## src/rtl/riscv_pkg.sv

```systemverilog
// Shared RISC-V core definitions: ALU selects, M-extension op encodings and
// the multiply/divide unit state machine.
package riscv_pkg;

  localparam logic [3:0] ALU_ADD  = 4'd0;
  localparam logic [3:0] ALU_SUB  = 4'd1;
  localparam logic [3:0] ALU_SLL  = 4'd2;
  localparam logic [3:0] ALU_SLT  = 4'd3;
  localparam logic [3:0] ALU_SLTU = 4'd4;
  localparam logic [3:0] ALU_XOR  = 4'd5;
  localparam logic [3:0] ALU_SRL  = 4'd6;
  localparam logic [3:0] ALU_SRA  = 4'd7;
  localparam logic [3:0] ALU_OR   = 4'd8;
  localparam logic [3:0] ALU_AND  = 4'd9;

  // RV32M funct3 encoding.
  typedef enum logic [2:0] {
    MD_MUL    = 3'b000,
    MD_MULH   = 3'b001,
    MD_MULHSU = 3'b010,
    MD_MULHU  = 3'b011,
    MD_DIV    = 3'b100,
    MD_DIVU   = 3'b101,
    MD_REM    = 3'b110,
    MD_REMU   = 3'b111
  } muldiv_op_e;

  typedef enum logic [1:0] {
    ST_IDLE = 2'd0,
    ST_MUL  = 2'd1,
    ST_DIV  = 2'd2,
    ST_DONE = 2'd3
  } md_state_e;

  function automatic logic is_mul_op(input muldiv_op_e op);
    return !op[2];
  endfunction

  // DIV and REM are the signed divides; bit 0 marks the unsigned forms.
  function automatic logic is_signed_div(input muldiv_op_e op);
    return op[2] && !op[0];
  endfunction

  function automatic logic is_rem_op(input muldiv_op_e op);
    return op[1];
  endfunction

endpackage

```

## src/rtl/muldiv_divider.sv

```systemverilog
// Restoring divider on unsigned magnitudes: one quotient bit per step,
// DATA_WIDTH steps per division.
module muldiv_divider #(
  parameter int DATA_WIDTH = 32
) (
  input  logic                  i_clk,
  input  logic                  i_rst,
  input  logic                  i_start,
  input  logic                  i_step,
  input  logic [DATA_WIDTH-1:0] i_dividend,
  input  logic [DATA_WIDTH-1:0] i_divisor,
  output logic [DATA_WIDTH-1:0] o_quotient,
  output logic [DATA_WIDTH-1:0] o_remainder,
  output logic                  o_last
);
  localparam int W     = DATA_WIDTH;
  localparam int CNT_W = $clog2(DATA_WIDTH);

  logic [W-1:0]     rem_q;
  logic [W-1:0]     quo_q;
  logic [W-1:0]     dvsr_q;
  logic [CNT_W-1:0] cnt_q;
  logic [W:0]       partial;
  logic [W:0]       trial;

  // The dividend shifts out of quo_q into the partial remainder as quotient
  // bits shift in; a borrow out of the trial subtract means restore.
  assign partial = {rem_q, quo_q[W-1]};
  assign trial   = partial - {1'b0, dvsr_q};

  always_ff @(posedge i_clk) begin
    if (i_rst) begin
      rem_q  <= '0;
      quo_q  <= '0;
      dvsr_q <= '0;
      cnt_q  <= '0;
    end else if (i_start) begin
      rem_q  <= '0;
      quo_q  <= i_dividend;
      dvsr_q <= i_divisor;
      cnt_q  <= '0;
    end else if (i_step) begin
      if (!trial[W]) begin
        rem_q <= trial[W-1:0];
        quo_q <= {quo_q[W-2:0], 1'b1};
      end else begin
        rem_q <= partial[W-1:0];
        quo_q <= {quo_q[W-2:0], 1'b0};
      end
      cnt_q <= cnt_q + CNT_W'(1);
    end
  end

  assign o_quotient  = quo_q;
  assign o_remainder = rem_q;
  assign o_last      = i_step && (cnt_q == CNT_W'(W - 1));

endmodule

```

## src/rtl/muldiv_unit.sv

```systemverilog
// RV32M multiply/divide unit: single-cycle multiply, iterative restoring
// divide, valid/ready request and result handshakes.
module muldiv_unit
  import riscv_pkg::*;
#(
  parameter int DATA_WIDTH = 32,
  parameter int SEL_WIDTH  = 3
) (
  input  logic                  i_clk,
  input  logic                  i_rst,
  input  logic                  i_valid,
  output logic                  o_ready,
  input  logic [DATA_WIDTH-1:0] i_src_a,
  input  logic [DATA_WIDTH-1:0] i_src_b,
  input  logic [SEL_WIDTH-1:0]  i_sel,
  output logic                  o_valid,
  input  logic                  i_ready,
  output logic [DATA_WIDTH-1:0] o_data,
  output logic                  o_zero
);
  localparam int           W        = DATA_WIDTH;
  localparam logic [W-1:0] MOST_NEG = {1'b1, {(W-1){1'b0}}};

  md_state_e  state_q, state_d;
  muldiv_op_e op_in, op_q;

  logic           accept;
  logic           is_mul_in, signed_in, div_by_zero, div_ovf, special_in;
  logic           a_neg, b_neg;
  logic [W-1:0]   a_mag, b_mag, special_res;
  logic [W-1:0]   a_q, b_q, res_q;
  logic           use_div_q, q_neg_q, r_neg_q;
  logic           a_sext, b_sext;
  logic [2*W-1:0] a_ext, b_ext, product;
  logic [W-1:0]   div_quo, div_rem, div_res, final_res;
  logic           div_step, div_last;
  logic           valid_q;

  // Request decode, evaluated on the live inputs at the accept edge.
  assign op_in       = muldiv_op_e'(i_sel[2:0]);
  assign accept      = i_valid && o_ready && !i_rst;
  assign is_mul_in   = is_mul_op(op_in);
  assign signed_in   = is_signed_div(op_in);
  assign div_by_zero = (i_src_b == '0);
  assign div_ovf     = signed_in && (i_src_a == MOST_NEG) && (i_src_b == '1);
  assign special_in  = !is_mul_in && (div_by_zero || div_ovf);
  assign special_res = div_by_zero ? (is_rem_op(op_in) ? i_src_a : '1)
                                   : (is_rem_op(op_in) ? '0 : i_src_a);

  assign a_neg = signed_in && i_src_a[W-1];
  assign b_neg = signed_in && i_src_b[W-1];
  assign a_mag = a_neg ? -i_src_a : i_src_a;
  assign b_mag = b_neg ? -i_src_b : i_src_b;

  always_ff @(posedge i_clk) begin
    if (i_rst) begin
      state_q <= ST_IDLE;
    end else begin
      state_q <= state_d;
    end
  end

  // NOTE: every variable driven here gets a default first, so no path through
  // the case leaves it unassigned and no latch is inferred.
  always_comb begin
    state_d = state_q;
    case (state_q)
      ST_IDLE: begin
        if (accept) begin
          if (is_mul_in)       state_d = ST_MUL;
          else if (special_in) state_d = ST_DONE;
          else                 state_d = ST_DIV;
        end
      end
      ST_MUL:  state_d = ST_DONE;
      ST_DIV:  if (div_last) state_d = ST_DONE;
      ST_DONE: if (valid_q && i_ready) state_d = ST_IDLE;
      default: state_d = ST_IDLE;
    endcase
  end

  always_comb begin
    o_ready  = (state_q == ST_IDLE);
    div_step = (state_q == ST_DIV);
  end

  // NOTE: operand and intermediate registers carry no reset; they are only
  // read in states reached through an accept, which always reloads them.
  always_ff @(posedge i_clk) begin
    if (accept) begin
      op_q      <= op_in;
      a_q       <= i_src_a;
      b_q       <= i_src_b;
      q_neg_q   <= a_neg ^ b_neg;
      r_neg_q   <= a_neg;
      use_div_q <= !is_mul_in && !special_in;
    end
    if (accept && special_in) begin
      res_q <= special_res;
    end else if (state_q == ST_MUL) begin
      res_q <= (op_q == MD_MUL) ? product[W-1:0] : product[2*W-1:W];
    end
  end

  // MULH treats both operands as signed, MULHSU only the multiplicand.
  assign a_sext  = ((op_q == MD_MULH) || (op_q == MD_MULHSU)) && a_q[W-1];
  assign b_sext  = (op_q == MD_MULH) && b_q[W-1];
  assign a_ext   = {{W{a_sext}}, a_q};
  assign b_ext   = {{W{b_sext}}, b_q};
  assign product = a_ext * b_ext;

  muldiv_divider #(
    .DATA_WIDTH (DATA_WIDTH)
  ) u_divider (
    .i_clk       (i_clk),
    .i_rst       (i_rst),
    .i_start     (accept),
    .i_step      (div_step),
    .i_dividend  (a_mag),
    .i_divisor   (b_mag),
    .o_quotient  (div_quo),
    .o_remainder (div_rem),
    .o_last      (div_last)
  );

  // Sign fix-up: quotient negated on differing signs, remainder follows dividend.
  assign div_res   = is_rem_op(op_q) ? (r_neg_q ? -div_rem : div_rem)
                                     : (q_neg_q ? -div_quo : div_quo);
  assign final_res = use_div_q ? div_res : res_q;

  // The result is captured on the first DONE cycle and then held until taken.
  always_ff @(posedge i_clk) begin
    if (i_rst) begin
      valid_q <= 1'b0;
      o_data  <= '0;
      o_zero  <= 1'b1;
    end else if (state_q == ST_DONE) begin
      if (!valid_q) begin
        valid_q <= 1'b1;
        o_data  <= final_res;
        o_zero  <= (final_res == '0);
      end else if (i_ready) begin
        valid_q <= 1'b0;
      end
    end
  end

  assign o_valid = valid_q;

endmodule

```

## config.mk

```make
export PLATFORM = sky130hd
export DESIGN_NAME = muldiv_unit
export DESIGN_NICKNAME = d
export VERILOG_FILES = /design/src/rtl/riscv_pkg.sv /design/src/rtl/muldiv_divider.sv /design/src/rtl/muldiv_unit.sv
export SDC_FILE = /design/constraint.sdc
export NUM_CORES = 2
export LEC_CHECK = 0
export ABC_CLOCK_PERIOD_IN_PS = 13400
export CAP_MARGIN = 20
export CORE_MARGIN = 2
export CORE_UTILIZATION = 50
export CTS_BUF_LIST = sky130_fd_sc_hd__clkbuf_2 sky130_fd_sc_hd__clkbuf_4 sky130_fd_sc_hd__clkbuf_8
export CTS_CLUSTER_SIZE = 30
export DETAILED_ROUTE_END_ITERATION = 8
export PLACE_DENSITY = 0.66
export SLEW_MARGIN = 30
export SYNTH_ARGS = -nofsm -noshare
export SYNTH_HDL_FRONTEND = slang
export SYNTH_SLANG_ARGS = --single-unit
```

## constraint.sdc

```tcl
create_clock -name i_clk -period 13.4 [get_ports i_clk]
set_clock_uncertainty 0.2 [all_clocks]
set_input_delay 1.34 -clock i_clk [delete_from_list [all_inputs] [get_ports i_clk]]
set_output_delay 1.34 -clock i_clk [all_outputs]
set_load 0.005 [all_outputs]
```

Yosys cells after proc, flatten, opt, wreduce, memory -nomap -nowiden:

Cells that the tools add are included.

* bits in registers: 239
* output and inout bits: 35
* input port bits: 71
* word-level logic and storage cells: 87

* multiply operators: 1
* $add $sub $neg: 6
* reduce and logical (&&, ||, !) cells: 28
* mux-type cells: 24
* bitwise gates (word level): 2
* equal/unequal tests: 11

Operator list (count)
* two-way mux 32 bit: 15
* negation 32 bit: 4
* equality test 32 bit, second input constant: 2
* logical NOT 32 bit: 2
* multiplier 33 x 33 -> 64 bit: 1
* subtractor 33 x 32 -> 33 bit: 1
* logical AND 1 bit: 14
* two-way mux 2 bit: 4
* one-hot mux 2 bit (4 select lines): 1
* adder 5 x 1 -> 5 bit, second input constant: 1
* equality test 5 bit, second input constant: 1
* equality test 2 bit, second input constant: 2
* two-way mux 1 bit: 4
* inequality test 2 bit, second input constant: 2
* nonzero test 2 bit: 2
* equality test 3 x 1 -> 1 bit, second input constant: 1
* equality test 3 x 2 -> 1 bit, second input constant: 1
* logical NOT 1 bit: 3
* logical NOT 3 bit: 1
* AND reduction 3 bit: 1
* equality test 2 x 1 -> 1 bit, second input constant: 1
* logical NOT 2 bit: 1
* logical OR 1 bit: 2
* inequality test 2 x 1 -> 1 bit, second input constant: 1
* other kinds (4): 4

Depth between registers and ports, before layout:

* word-level depth: 10
* gate-level depth with buffers: 32
* mapped depth without buffers: 29

By module:

Synthesis repeated with hierarchy kept, for this count alone.

* cells, all modules: 5888
* area, all modules: 52466.6 um^2

Modules (own cells, without submodules)
* muldiv_unit: seq. area each 3783.6 um^2, cells each 5162, area each 46557.2 um^2, times used 1
* muldiv_divider: seq. area each 2021.9 um^2, cells each 726, area each 5909.4 um^2, times used 1

Worst setup path before layout:

OpenSTA, ideal clock, no wires.

* path type: flip-flop to flip-flop
* start point: reg op_q[1]
* end point: reg res_q[31] (data pin)
* data required time: 12931 ps
* setup time: 269 ps
* path buffers: 3
* slack: 4588 ps
* clock period less this slack: 8812 ps
* cell stages (with the launch flop): 30
* arrival: 8343 ps
* path through: edfxtp_1 > clkbuf_1 > xnor2_1 > nor3b_1 > clkbuf_1 > nand2_1 > fa_1 > fa_1 > inv_1 > fa_1 > inv_1 > fa_1 > inv_1 > fa_1 > fa_1 > fa_1 > inv_1 > fa_1 > inv_1 > ha_1 > clkbuf_1 > nand4_1 > or2_2 > nor2_1 > nand3_1 > a32oi_1 > nand2_1 > o21ai_0 > mux2i_1 > o21ai_0

* longest elaborated chain between the ends: 7
* elaborated cells on any way between the ends: 10
* those cells by class: 1 x mul; 2 x eq/ne; 3 x mux; 4 x reduce/logical

Ends and longest elaborated chain
* start, declared: RTL line muldiv_unit.sv:25 `muldiv_op_e op_in, op_q;`
* start signal, assigned: RTL line muldiv_unit.sv:91 `op_q <= op_in;`
* equality test 3 x 1 -> 1 bit / equality test 3 x 2 -> 1 bit (equally long branches): RTL line muldiv_unit.sv:106, muldiv_unit.sv:107
* logical OR 1 bit: RTL line muldiv_unit.sv:106 `assign a_sext = ((op_q == MD_MULH) || (op_q == MD_MULHSU)) && a_q[W-1];`
* logical AND 1 bit: RTL line muldiv_unit.sv:106
* multiplier 33 x 33 -> 64 bit: RTL line muldiv_unit.sv:110 `assign product = a_ext * b_ext;`
* two-way mux 32 bit *: RTL line muldiv_unit.sv:101 `res_q <= (op_q == MD_MUL) ? product[W-1:0] : product[2*W-1:W];`
* two-way mux 32 bit *: RTL line muldiv_unit.sv:100 `end else if (state_q == ST_MUL) begin`
* two-way mux 32 bit *: RTL line muldiv_unit.sv:98 `if (accept && special_in) begin`
* end signal, assigned: RTL line muldiv_unit.sv:99 `res_q <= special_res;`
* end signal, assigned: RTL line muldiv_unit.sv:101
* end, declared: RTL line muldiv_unit.sv:31 `logic [W-1:0] a_q, b_q, res_q;`

Mark *: on every way between the ends. The rest lies on a longest branch, timed or not. The select of a mux whose other input is x is not followed.
A chain may end at the register's enable or synchronous reset.

Final worst setup path:

Same ends and word-level chain as after synthesis.

==> summary by stage <==
Setup path
STA classifies the critical path startpoint as a flip-flop. The critical path in this run is classified as reg -> reg. The worst register-to-register path ends at res_q[31].

At the worst endpoint, the required time is 13.51 ns. The longest individual stage delay on the worst path is 0.94 ns. The largest fanout on the critical path is 25. The number of buffers and inverters on the critical path is 6. The launch point of the worst reg-to-reg path is op_q[1].

The cell family contributing the most delay on the critical path is adder cells. Among all stages on the critical path, the largest delay is contributed by sky130_fd_sc_hd__edfxtp_1. STA puts the critical path data arrival time at 10.49 ns. The number of cell instances on the worst register-to-register path is 27. For flop-to-flop paths, the worst setup slack is 3.02 ns. STA classifies the critical path endpoint as a flip-flop.

The most repeated library cell on the critical path is sky130_fd_sc_hd__fa_1.

Hold path
The number of cells traversed by the worst hold path is 2. The worst hold path terminates at u_divider.dvsr_q[0]. The start point of the worst hold path is u_divider.dvsr_q[0]. The class of the tightest hold or removal check is reg -> reg.

Placement
Routability-driven placement finished with a final weighted congestion of 0.941. Buffers placed on the I/O ports in this run total 105. The half-perimeter wire length after detailed placement is 120 mm.

Clock network
After clock tree synthesis, the repair step resized 0 gates. The count of hold buffers inserted by post-cts repair is 0. TritonCTS built the clock tree.

The H-tree was split into 2 levels. The source-to-sink clock delay at the later pin of the worst-skew pair is 0.59 ns. The number of clock buffers added by TritonCTS is 42. The maximum number of buffers from clock root to sink is 3. The clock edge transition at the registers on the reported setup and hold paths is 0.06 ns.

Counting every sink on the clock net gives 239. In this run the clock root is driven by a sky130_fd_sc_hd__clkbuf_8. The number of buffers added for setup after CTS is 0.

Run status
The run finished with clean final reports.

STA
The worst path uses 77.5% of the clock period. The count of final max-slew check failures is 0. Based on the critical path, the design can be clocked at up to 96.3 MHz. The tightest slew margin relative to the limit is 33.2%.

After layout, the minimum clock period comes to 10.38 ns. At the pin with the least slew margin, the transition time is 1.00 ns. Setup total negative slack on the finished layout was measured at 0 ns. Setup repair after global routing left no endpoint under its margin. The number of hold-slack violations in the final timing report is 0.

Setup violations remaining at the end of the flow were counted as 0.

Synthesis
The cell count after synthesis came out at 5877. The register area share after synthesis is 11.1%. The most frequently used flop master after synthesis is sky130_fd_sc_hd__dfxtp_1. The number of synthesis warnings is 0. Counting every net in the synthesized netlist gives 7329. The share of flip-flops with an asynchronous set or reset is 0%.

The netlist area before placement is 52300 sq um. The number of different library cells used by synthesis comes to 74. In this run, synthesis produced a sequential element count of 239. The number of enable-type register cells in the synthesized netlist is 102. Each instance of the synthesized netlist takes up on average 8.90 sq um.

Detailed routing
The post-route met1 wirelength is 62.6 mm. The number of DRC violations after detailed-routing iteration 0 is 3026. After detailed routing, the met2 layer carries 73.1 mm of wire. The routed length on met3 is 11.6 mm. In the final routed layout, each cell accounts on average for 21.2 um. The highest signal layer in the routed design is met5. The DRC violations left is 0. The first TritonRoute pass finished after 8 iterations. After detailed routing, the number of vias per cell comes to 5.63. The routed design has 153 mm of wire. The total vias in the final route is 40500. The count of nets left with antenna violations once routing finished came out at 0.

Finish
The fraction of layout instances using a drive strength above 1 is 3.31%. The synthesis-to-layout area growth is 6.07%. After filler insertion, the fill cell instance count of the layout stands at 9611. The number of nets in the layout is 7247.

Global routing
The number of antenna violations at the first check in global routing is 10. Entering global routing, the biggest net connects 75 pins. The overall fraction of global-route tracks in use is 29.4%. The via count of the first global-routing pass is 42800. For this run the aggregate overflow at the end of global routing stands at 0. The first global-routing pass estimated 244 mm of wire.

Floorplanning
From bottom edge to top edge, the die measures 327 um. During I/O placement, the number of pins put on the boundary was 106. The area enclosed by the die boundary is 107000 sq um. For this configuration, the core starts out at a cell density of 50.5%. The number of placement rows is 118.

The area of the core is 104000 sq um. The die is 327 um wide.

Job
The max-cap violation count is 0.
flip-flops by register name, summed over array words and instances, names as in the netlist, 2 cells and up:
signal / flops
b_q: 32
u_divider.o_remainder: 32
u_divider.o_quotient: 32
o_data: 32
state_q: 2
a_q: 32
res_q: 32
u_divider.dvsr_q: 32
u_divider.cnt_q: 5
op_q: 3
through the flow:
step | hold WS, ns | instances | worst slack (ns) | utilization [%] | instance area (sq um)
3_3_place_gp | 0.248 | 7128 | 3.12 | 52.6 | 54600
4_1_cts | 0.273 | 7202 | 3.06 | 53.5 | 55500
3_5_place_dp | 0.260 | 7130 | 3.10 | 52.7 | 54600
2_1_floorplan | 0.229 | 5877 | 4.59 | - | 52300
5_1_grt | 0.315 | 7207 | 2.39 | 53.5 | 55500
6_report | 0.272 | 7208 | 3.02 | 53.5 | 55500
tightest hold or removal path: cells and delay by family, from the launching register on:
kind,cells,cell delay [ns]
AO/OA/AOI/OAI,1,0.06
flip-flops,1,0.33
AND/OR/NAND/NOR,1,0.05
cell usage after synthesis (all sizes together), types with 32 or more instances:
master	n	area share, %
fa	1126	43
nand2	913	6.5
ha	255	6.1
clkbuf	297	2.1
o21ai	145	1.4
inv	1253	9.0
a21o	47	0.67
nor2	227	1.6
nand4	32	0.38
edfxtp	102	5.9
o22ai	36	0.43
and2	319	3.8
nand3	47	0.45
mux2i	72	1.4
nor3	39	0.37
xor2	89	1.5
dfxtp	137	5.2
xnor2	113	1.9
or3	53	0.63
a21oi	146	1.4
o31ai	38	0.55
a211oi	59	0.85
kinds of logic (layout without fill, tap and decap cells):
group	after synthesis	in the layout	share of synthesized area, %
AO/OA/AOI/OAI	642	642	7.99
XOR/XNOR	202	202	3.38
adder cells (fa/ha/maj)	1381	1381	49.2
buffers and inverters	1574	1520	11.3
flip-flops	239	239	11.1
multiplexers	72	72	1.38
other	0	5	0
AND/OR/NAND/NOR	1767	1767	15.7
area by class of cell:
| cell class | instances | area (sq um) | share of cell area (%) |
|---|---|---|---|
| Timing Repair Buffer | 194 | 1760 | 3.17 |
| Clock inverter | 9 | 68.8 | 0.124 |
| Inverter | 1254 | 4710 | 8.48 |
| Sequential cell | 239 | 5810 | 10.5 |
| Tap cell | 1380 | 1730 | 3.11 |
| Antenna cell | 5 | 12.5 | 0.0225 |
| Clock buffer | 63 | 786 | 1.42 |
| Multi-Input combinational cell | 4064 | 40600 | 73.2 |
worst max path at each step:
| stage | startpoint | endpoint | slack, ns | cells after the start |
|---|---|---|---|---|
| finish | op_q[1] | res_q[31] | 3.02 | 27 |
| CTS | op_q[1] | res_q[31] | 3.06 | 27 |
| floorplan | op_q[1] | res_q[31] | 4.59 | 29 |
| global placement | op_q[1] | res_q[31] | 3.12 | 28 |
| global route | op_q[1] | res_q[31] | 2.39 | 28 |
| detailed placement | op_q[1] | res_q[31] | 3.10 | 27 |
cell usage in the layout (no fill, tap or decap), types with 11 or more instances in the layout:
cell type,n
sky130_fd_sc_hd__nor2b_1,23
sky130_fd_sc_hd__o41ai_1,16
sky130_fd_sc_hd__nand3_1,47
sky130_fd_sc_hd__or3_1,53
sky130_fd_sc_hd__xor2_1,89
sky130_fd_sc_hd__nor4_1,19
sky130_fd_sc_hd__a211oi_1,59
sky130_fd_sc_hd__clkdlybuf4s50_1,104
sky130_fd_sc_hd__nand4_1,32
sky130_fd_sc_hd__a221oi_1,15
sky130_fd_sc_hd__ha_1,254
sky130_fd_sc_hd__dfxtp_1,137
sky130_fd_sc_hd__o221ai_1,11
sky130_fd_sc_hd__o22ai_1,36
sky130_fd_sc_hd__clkbuf_8,50
sky130_fd_sc_hd__a21o_1,47
sky130_fd_sc_hd__nand2_1,912
sky130_fd_sc_hd__a311oi_1,20
sky130_fd_sc_hd__nor3_1,39
sky130_fd_sc_hd__a31oi_1,20
sky130_fd_sc_hd__o211ai_1,20
sky130_fd_sc_hd__a21oi_1,146
sky130_fd_sc_hd__xnor2_1,113
sky130_fd_sc_hd__nor2_1,226
sky130_fd_sc_hd__fa_1,1125
sky130_fd_sc_hd__or4_1,13
sky130_fd_sc_hd__edfxtp_1,102
sky130_fd_sc_hd__o31ai_1,37
sky130_fd_sc_hd__inv_1,1252
sky130_fd_sc_hd__clkbuf_4,13
sky130_fd_sc_hd__and2_1,319
sky130_fd_sc_hd__buf_4,86
sky130_fd_sc_hd__nand2b_1,16
sky130_fd_sc_hd__mux2i_1,72
sky130_fd_sc_hd__and3_1,18
sky130_fd_sc_hd__o21ai_0,141
sky130_fd_sc_hd__o21a_1,17
sky130_fd_sc_hd__or2_2,12
metal layers:
layer / vias to the layer above / GRT usage, %
met5: - / 0
met4: 4 / 9.51
met3: 286 / 4.05
met2: 1598 / 49.1
met1: 20900 / 39.7
li1: 17800 / -
Power is left out: the tool's default activity adds up to more than one toggle a clock period on the data nets, which glitch-free logic cannot reach.
